===== src/rtl/dma_copy_engine_if.sv =====
// Bus bundle for dma_copy_engine: register-window slave port plus the
// memory master port and the completion interrupt.
// The slave modport is the engine's view; the master modport is the
// host/system view that drives the register window and answers the master bus.
interface dma_copy_engine_if;
  logic        cs;
  logic        data_m_access;
  logic        data_m_ack;
  logic [1:0]  data_m_addr;
  logic [15:0] data_m_data_in;
  logic [15:0] data_m_data_out;
  logic        data_m_wr_en;
  logic [1:0]  data_m_bytesel;

  logic [18:0] dma_m_addr;
  logic [15:0] dma_m_data_out;
  logic [15:0] dma_m_data_in;
  logic        dma_m_access;
  logic        dma_m_ack;
  logic        dma_m_wr_en;
  logic [1:0]  dma_m_bytesel;

  logic        dma_intr;

  modport slave (
    input  cs, data_m_access, data_m_addr, data_m_data_in, data_m_wr_en,
           data_m_bytesel, dma_m_data_in, dma_m_ack,
    output data_m_ack, data_m_data_out, dma_m_addr, dma_m_data_out,
           dma_m_access, dma_m_wr_en, dma_m_bytesel, dma_intr
  );

  modport master (
    output cs, data_m_access, data_m_addr, data_m_data_in, data_m_wr_en,
           data_m_bytesel, dma_m_data_in, dma_m_ack,
    input  data_m_ack, data_m_data_out, dma_m_addr, dma_m_data_out,
           dma_m_access, dma_m_wr_en, dma_m_bytesel, dma_intr
  );
endinterface


===== src/rtl/dma_copy_engine.sv =====
// dma_copy_engine: word-by-word memory copy engine with a four-register
// control window (SRC paragraph, DST paragraph, COUNT, CTRL/STATUS) and a
// registered single-outstanding master port (read, gap, write, gap, ...).
// Optional macro DMA_IRQ_EN enables the irq_en bit and the dma_intr output;
// without it dma_intr is tied low and irq_en reads 0.
module dma_copy_engine (
  input  logic             clk,
  input  logic             reset,
  dma_copy_engine_if.slave bus
);

  typedef enum logic [1:0] {IDLE, READ, WRITE} state_t;

  state_t      state;
  state_t      next_state;

  logic [15:0] src_reg;
  logic [15:0] dst_reg;
  logic [15:0] count_reg;
  logic        irq_en;
  logic        done;
  logic        abort_pend;
  logic        busy;

  logic        req;
  logic        req_seen;
  logic        ack_r;
  logic [1:0]  acc_addr;
  logic [1:0]  acc_bytesel;
  logic [15:0] acc_wdata;
  logic        acc_wr;

  logic        wr_strobe;
  logic        rd_strobe;
  logic        ctrl_wr;
  logic        start_req;
  logic        abort_req;
  logic        clear_req;
  logic [15:0] rdata;

  logic [18:0] src_w;
  logic [18:0] dst_w;
  logic [18:0] next_src_w;
  logic [18:0] next_dst_w;
  logic        complete;
  logic        count_dec;
  logic        latch_rd;
  logic        ack_hit;

  // Byte-lane merge for register writes: lane 0 = bits [7:0], lane 1 = [15:8]
  function automatic logic [15:0] merge_lanes(input logic [15:0] old_val,
                                               input logic [15:0] wdata,
                                               input logic [1:0]  sel);
    merge_lanes = {sel[1] ? wdata[15:8] : old_val[15:8],
                   sel[0] ? wdata[7:0]  : old_val[7:0]};
  endfunction

  assign busy = (state != IDLE);
  assign req  = bus.cs && bus.data_m_access;

  // Register access front end: one ack per request edge, request fields captured
  always_ff @(posedge clk) begin
    if (reset) begin
      req_seen    <= 1'b0;
      ack_r       <= 1'b0;
      acc_addr    <= 2'b00;
      acc_bytesel <= 2'b00;
      acc_wdata   <= 16'h0;
      acc_wr      <= 1'b0;
    end else begin
      req_seen <= req;
      ack_r    <= req && !req_seen;
      if (req && !req_seen) begin
        acc_addr    <= bus.data_m_addr;
        acc_bytesel <= bus.data_m_bytesel;
        acc_wdata   <= bus.data_m_data_in;
        acc_wr      <= bus.data_m_wr_en;
      end
    end
  end

  // The access is performed in the ack cycle using the captured fields
  assign wr_strobe = ack_r && acc_wr;
  assign rd_strobe = ack_r && !acc_wr;
  assign ctrl_wr   = wr_strobe && (acc_addr == 2'd3) && acc_bytesel[0];
  assign start_req = ctrl_wr && acc_wdata[0] && !busy;
  assign abort_req = ctrl_wr && acc_wdata[3] && busy;
  assign clear_req = ctrl_wr && acc_wdata[2];

  // Read mux; STATUS reports busy, irq_en and done in bits 0..2
  always_comb begin
    rdata = 16'h0;
    case (acc_addr)
      2'd0:    rdata = src_reg;
      2'd1:    rdata = dst_reg;
      2'd2:    rdata = count_reg;
      default: rdata = {13'h0, done, irq_en, busy};
    endcase
  end

  // Wired-OR bus: drive read data only during an acked read
  assign bus.data_m_ack      = ack_r;
  assign bus.data_m_data_out = rd_strobe ? rdata : 16'h0;

`ifdef DMA_IRQ_EN
  assign bus.dma_intr = done && irq_en;
`else
  assign bus.dma_intr = 1'b0;
`endif

  // Next-state logic for the copy sequencer and its working addresses
  always_comb begin
    next_state = state;
    next_src_w = src_w;
    next_dst_w = dst_w;
    complete   = 1'b0;
    count_dec  = 1'b0;
    latch_rd   = 1'b0;
    case (state)
      IDLE: begin
        if (start_req) begin
          if (count_reg == 16'd0) begin
            complete = 1'b1;
          end else begin
            next_state = READ;
            next_src_w = {src_reg, 3'b000};
            next_dst_w = {dst_reg, 3'b000};
          end
        end
      end
      READ: begin
        if (bus.dma_m_ack) begin
          latch_rd = 1'b1;
          if (abort_pend) begin
            next_state = IDLE;
            complete   = 1'b1;
          end else begin
            next_state = WRITE;
          end
        end
      end
      WRITE: begin
        if (bus.dma_m_ack) begin
          next_src_w = src_w + 19'd1;
          next_dst_w = dst_w + 19'd1;
          count_dec  = 1'b1;
          if ((count_reg == 16'd1) || abort_pend) begin
            next_state = IDLE;
            complete   = 1'b1;
          end else begin
            next_state = READ;
          end
        end
      end
      default: next_state = IDLE;
    endcase
  end

  // Sequencer state register
  always_ff @(posedge clk) begin
    if (reset) begin
      state <= IDLE;
    end else begin
      state <= next_state;
    end
  end

  // Working addresses (datapath, only meaningful while busy)
  always_ff @(posedge clk) begin
    src_w <= next_src_w;
    dst_w <= next_dst_w;
  end

  assign ack_hit = busy && bus.dma_m_ack;

  // Registered master port; access drops for one cycle after every ack
  always_ff @(posedge clk) begin
    if (reset) begin
      bus.dma_m_access   <= 1'b0;
      bus.dma_m_wr_en    <= 1'b0;
      bus.dma_m_addr     <= 19'h0;
      bus.dma_m_data_out <= 16'h0;
      bus.dma_m_bytesel  <= 2'b00;
    end else begin
      bus.dma_m_access  <= (next_state != IDLE) && !ack_hit;
      bus.dma_m_wr_en   <= (next_state == WRITE);
      bus.dma_m_addr    <= (next_state == WRITE) ? next_dst_w : next_src_w;
      bus.dma_m_bytesel <= (next_state != IDLE) ? 2'b11 : 2'b00;
      if (latch_rd) begin
        bus.dma_m_data_out <= bus.dma_m_data_in;
      end
    end
  end

  // Programmable registers and status flags; completion beats done-clear
  always_ff @(posedge clk) begin
    if (reset) begin
      src_reg    <= 16'h0;
      dst_reg    <= 16'h0;
      count_reg  <= 16'h0;
      irq_en     <= 1'b0;
      done       <= 1'b0;
      abort_pend <= 1'b0;
    end else begin
      if (wr_strobe && !busy) begin
        case (acc_addr)
          2'd0:    src_reg   <= merge_lanes(src_reg,   acc_wdata, acc_bytesel);
          2'd1:    dst_reg   <= merge_lanes(dst_reg,   acc_wdata, acc_bytesel);
          2'd2:    count_reg <= merge_lanes(count_reg, acc_wdata, acc_bytesel);
          default: ;
        endcase
      end
      if (count_dec) begin
        count_reg <= count_reg - 16'd1;
      end
`ifdef DMA_IRQ_EN
      if (ctrl_wr) begin
        irq_en <= acc_wdata[1];
      end
`endif
      if (complete) begin
        done <= 1'b1;
      end else if (clear_req) begin
        done <= 1'b0;
      end
      if (next_state == IDLE) begin
        abort_pend <= 1'b0;
      end else if (abort_req) begin
        abort_pend <= 1'b1;
      end
    end
  end

endmodule


===== src/flat_wrapper.sv =====
// flat-port wrapper written by rule: the top's interface ports become plain ports
module dma_copy_engine_flat 
  (clk, reset, bus_cs, bus_data_m_access, bus_data_m_addr, bus_data_m_data_in, bus_data_m_wr_en, bus_data_m_bytesel, bus_dma_m_data_in, bus_dma_m_ack, bus_data_m_ack, bus_data_m_data_out, bus_dma_m_addr, bus_dma_m_data_out, bus_dma_m_access, bus_dma_m_wr_en, bus_dma_m_bytesel, bus_dma_intr);
  dma_copy_engine_if bus_i ();
  input  logic clk;
  input  logic reset;
  input wire logic [$bits(bus_i.cs)-1:0] bus_cs;
  input wire logic [$bits(bus_i.data_m_access)-1:0] bus_data_m_access;
  input wire logic [$bits(bus_i.data_m_addr)-1:0] bus_data_m_addr;
  input wire logic [$bits(bus_i.data_m_data_in)-1:0] bus_data_m_data_in;
  input wire logic [$bits(bus_i.data_m_wr_en)-1:0] bus_data_m_wr_en;
  input wire logic [$bits(bus_i.data_m_bytesel)-1:0] bus_data_m_bytesel;
  input wire logic [$bits(bus_i.dma_m_data_in)-1:0] bus_dma_m_data_in;
  input wire logic [$bits(bus_i.dma_m_ack)-1:0] bus_dma_m_ack;
  output wire logic [$bits(bus_i.data_m_ack)-1:0] bus_data_m_ack;
  output wire logic [$bits(bus_i.data_m_data_out)-1:0] bus_data_m_data_out;
  output wire logic [$bits(bus_i.dma_m_addr)-1:0] bus_dma_m_addr;
  output wire logic [$bits(bus_i.dma_m_data_out)-1:0] bus_dma_m_data_out;
  output wire logic [$bits(bus_i.dma_m_access)-1:0] bus_dma_m_access;
  output wire logic [$bits(bus_i.dma_m_wr_en)-1:0] bus_dma_m_wr_en;
  output wire logic [$bits(bus_i.dma_m_bytesel)-1:0] bus_dma_m_bytesel;
  output wire logic [$bits(bus_i.dma_intr)-1:0] bus_dma_intr;
  assign bus_i.cs = bus_cs;
  assign bus_i.data_m_access = bus_data_m_access;
  assign bus_i.data_m_addr = bus_data_m_addr;
  assign bus_i.data_m_data_in = bus_data_m_data_in;
  assign bus_i.data_m_wr_en = bus_data_m_wr_en;
  assign bus_i.data_m_bytesel = bus_data_m_bytesel;
  assign bus_i.dma_m_data_in = bus_dma_m_data_in;
  assign bus_i.dma_m_ack = bus_dma_m_ack;
  assign bus_data_m_ack = bus_i.data_m_ack;
  assign bus_data_m_data_out = bus_i.data_m_data_out;
  assign bus_dma_m_addr = bus_i.dma_m_addr;
  assign bus_dma_m_data_out = bus_i.dma_m_data_out;
  assign bus_dma_m_access = bus_i.dma_m_access;
  assign bus_dma_m_wr_en = bus_i.dma_m_wr_en;
  assign bus_dma_m_bytesel = bus_i.dma_m_bytesel;
  assign bus_dma_intr = bus_i.dma_intr;
  dma_copy_engine u_core (.clk(clk), .reset(reset), .bus(bus_i));
endmodule

===== config.mk =====
export PLATFORM = sky130hd
export DESIGN_NAME = dma_copy_engine_flat
export DESIGN_NICKNAME = d
export VERILOG_FILES = /design/src/rtl/dma_copy_engine_if.sv /design/src/rtl/dma_copy_engine.sv /design/src/flat_wrapper.sv
export SDC_FILE = /design/constraint.sdc
export NUM_CORES = 1
export LEC_CHECK = 0
export BUFFER_PORTS_ARGS = -buffer_cell sky130_fd_sc_hd__buf_2
export CAP_MARGIN = 30
export CORE_MARGIN = 2
export CORE_UTILIZATION = 35
export CTS_CLUSTER_DIAMETER = 150
export DETAILED_ROUTE_END_ITERATION = 10
export PLACE_DENSITY = 0.55
export REMOVE_ABC_BUFFERS = 1
export SETUP_SLACK_MARGIN = 0.4
export SYNTH_ARGS = -nofsm -noshare
export SYNTH_HDL_FRONTEND = slang
export SYNTH_SLANG_ARGS = --single-unit

===== constraint.sdc =====
create_clock -name clk -period 2.59 [get_ports clk]
set_input_delay 0.518 -clock clk [delete_from_list [all_inputs] [get_ports clk]]
set_output_delay 0.518 -clock clk [all_outputs]
set_load 0.01 [all_outputs]

==> impl_metrics.ini <==
[yosys]
syn_avg_cell_area_um2 = 8.229
yosys.area.top_type = dfxtp_1
synth_compound_area_share_pct = 18.77
synth-simple-area-share_pct = 23.30
syn_area_mm2 = 0.007019
ys_seq_area_share_pct = 43.07
netlist_instances = 853
synth_cell_types = 62
synth_xor_area_share_pct = 1.747
async_reset_ff_share_pct = 0
synth-edff-count = 0
yosysWarnings = 0
synth_area_leaders = dfxtp_1, nand2_1, mux2i_1, a21oi_1, nor2_1
synth.area.mux_share_pct = 7.166
ys.flop_type = dfxtp_1
yosysTopAreaCellShare_pct = 43.07
yosys.area_share.adder_pct = 1.426
synth_top_family_by_area = simple AND/OR/NAND/NOR gates
synth_seq_cells = 151

[placed_design]
place_inst = 1202
port_buffers = 97
place_congestion = 0.8607
dpl.hpwl_mm = 15.10

[clock_network]
cts-root-buf = clkbuf_16
ctsHoldBuffers = 0
cts.sinks = 151
cts_tree = yes
path_clk_slew_ns = 0.06
clk_path_buf_depth = 2
numCtsBuffers = 17
clkLatencyLatePin_ns = 0.43
cts_htree_levels = 4

[sta]
worst_slew_pin_slew_ns = 0.7071
grt_setup_unrepaired = true
skew_ns = 0.009150
timing.hold.ws_ns = 0.3199
timing.fmax_mhz = 450.2
setup_viol = 0
hold_viol_final = 0
maxSlewViolCount = 0
finalCriticalPeriod_ns = 2.221
slew_headroom_pct = 52.86
post-route-period-util_pct = 85.75

[pwr]
netSwitchingFraction_pct = 22.69
power.switching_w = 0.001285
p_comb_share_pct = 6.9
p_int_w = 0.004379
irDropWorstVdd_mv = 0.4075
leakagePower_nw = 3.724
powerDensity_mw_per_mm2 = 615.0
pwr-share-seq_pct = 44.9
power_frac_clock_pct = 48.2

[critical_path]
crit_type = flip-flop to flip-flop
start_kind = flip-flop
cp_data_arrival_time_ns = 2.55
worstSetupStartpoint = u_core.dst_w[5]
cp.required_ns = 2.91
path_max_fanout = 8
regToRegStartpoint = u_core.dst_w[5]
critPathCaptureType = flip-flop

[die]
coreArea_mm2 = 0.01959
pin_count = 99
rows = 51
initial_core_util_pct = 35.83
die_w_um = 145.6
dieHeight_um = 145.6
dieArea_mm2 = 0.02120

[drt]
drc = 0
wirelength_mm = 22.10
via_per_inst = 5.362
drt_iter0_markers = 731
post_drt_wl_per_cell_um = 17.57
via_count = 6745
drt-pass1-iter-count = 7
ant_nets = 0

[global_route]
grt_pass1_wl_mm = 34.97
grt_usage_pct = 20.67
grt_remaining_overflow = 0
antenna_found_initial = 0
grt_max_degree = 68
grt_pass1_vias = 6355

[cells_and_area]
drive_gt1_share_pct = 26.49
layout_common_cells = dfxtp_1, nand2_1, buf_2
largest_registers = u_core.bus.dma_m_addr: 19 flops, u_core.dst_w: 19 flops, u_core.src_w: 19 flops
stdcell_count = 1258
antenna_cells = 0
final_common_cell = dfxtp_1
final_util_pct = 47.01
fin_nets = 1032
synthToLayoutAreaGrowth_pct = 31.21

[min_path]
hp-start = bus_data_m_data_in[4]
hp-class = input pin to flip-flop

[flow_run]
maxCapViolations = 0

[outcome]
status = completed
==> cell usage after synthesis, types with 3 or more instances <==
master	number
or3_1	5
a21oi_1	76
nor2b_1	8
and3_1	9
inv_1	18
nor3_1	26
or2_2	5
nand2_1	132
xnor2_1	12
buf_2	7
a211oi_1	6
a31oi_1	8
nor2_1	99
a221oi_1	3
a222oi_1	3
o211ai_1	12
nand4_1	8
nor3b_1	3
buf_6	3
nand3_1	31
a22o_1	20
a22oi_1	11
o21ai_0	32
and2_1	3
a2bb2oi_1	4
nand2b_1	4
buf_1	4
nor4_1	8
dfxtp_1	151
o22ai_1	5
clkbuf_1	37
a311oi_1	3
ha_1	8
mux2i_1	48
==> metrics by stage <==
step	cell area [um2]	setup TNS (ns)	setup WS (ns)	power (W)
floorplan	6782	-4.896	-0.3790	0.002767
global placement	7905	0	0.1028	0.002942
detailed placement	7905	0	0.1635	0.002941
CTS	8927	0	0.3680	0.005702
global route	9210	0	0.3042	0.005881
finish	9210	0	0.3690	0.005664
==> final timing paths <==
check                               to  slack [ns]  cells past startpoint
max          u_core.bus.dma_m_addr[12]        0.37                      6
min                u_core.acc_wdata[4]        0.32                      3
max reg2reg  u_core.bus.dma_m_addr[12]        0.37                      6
min reg2reg      u_core.bus.data_m_ack        0.44                      1
==> routing by layer <==
layer | up-vias | wire (um) | GRT usage, %
met3 | 38 | 1410 | 5.141
met4 | 0 | 473 | 6.912
met2 | 246 | 9822 | 31.52
met5 | - | 0 | 0
met1 | 3168 | 10390 | 28.64
li1 | 3293 | - | -
==> power by group through the flow <==
stage / registers [W] / clock network [W] / logic [W]
finish: 0.00255 / 0.00273 / 0.000391
global route: 0.00256 / 0.00289 / 0.000432
floorplan: 0.00259 / 0 / 0.000176
global placement: 0.00260 / 0 / 0.000344
detailed placement: 0.00259 / 0 / 0.000347
CTS: 0.00255 / 0.00278 / 0.000380
==> what timing repair did <==
action                                  4_1_cts  5_1_grt
hold endpoints to repair                      0        0
setup buffers                                11       11
pin swaps                                     5       11
endpoints found under the setup margin       37       49
cloned                                        3        1
resized for setup                            52       50
==> critical path: stages, from the launching register on <==
cell and delay, ns:
dfxtp_1 0.43, nand3_1 0.20, or2_2 0.45, nor4_1 0.39
mux2i_1 0.12, a221o_1 0.31, a22o_1 0.21
==> cell families (layout without fill, tap and decap cells) <==
group,after synthesis,in the layout
AND/OR/NAND/NOR,355,355
AO/OA/AOI/OAI,203,204
flip-flops,151,151
buffers and inverters,72,211
multiplexers,49,49
XOR/XNOR,14,14
adder cells (fa/ha/maj),8,8
other,1,1
==> final cells by class <==
class	instances	area (um2)
inverters	19	88.84
well taps	265	331.6
multi-input cells	631	3964
clock inverters	7	140.1
repair buffers	162	1127
fillers	1938	10380
clock buffers	23	508.0
flip-flops and latches	151	3050
(Power assumes the default switching activity.)
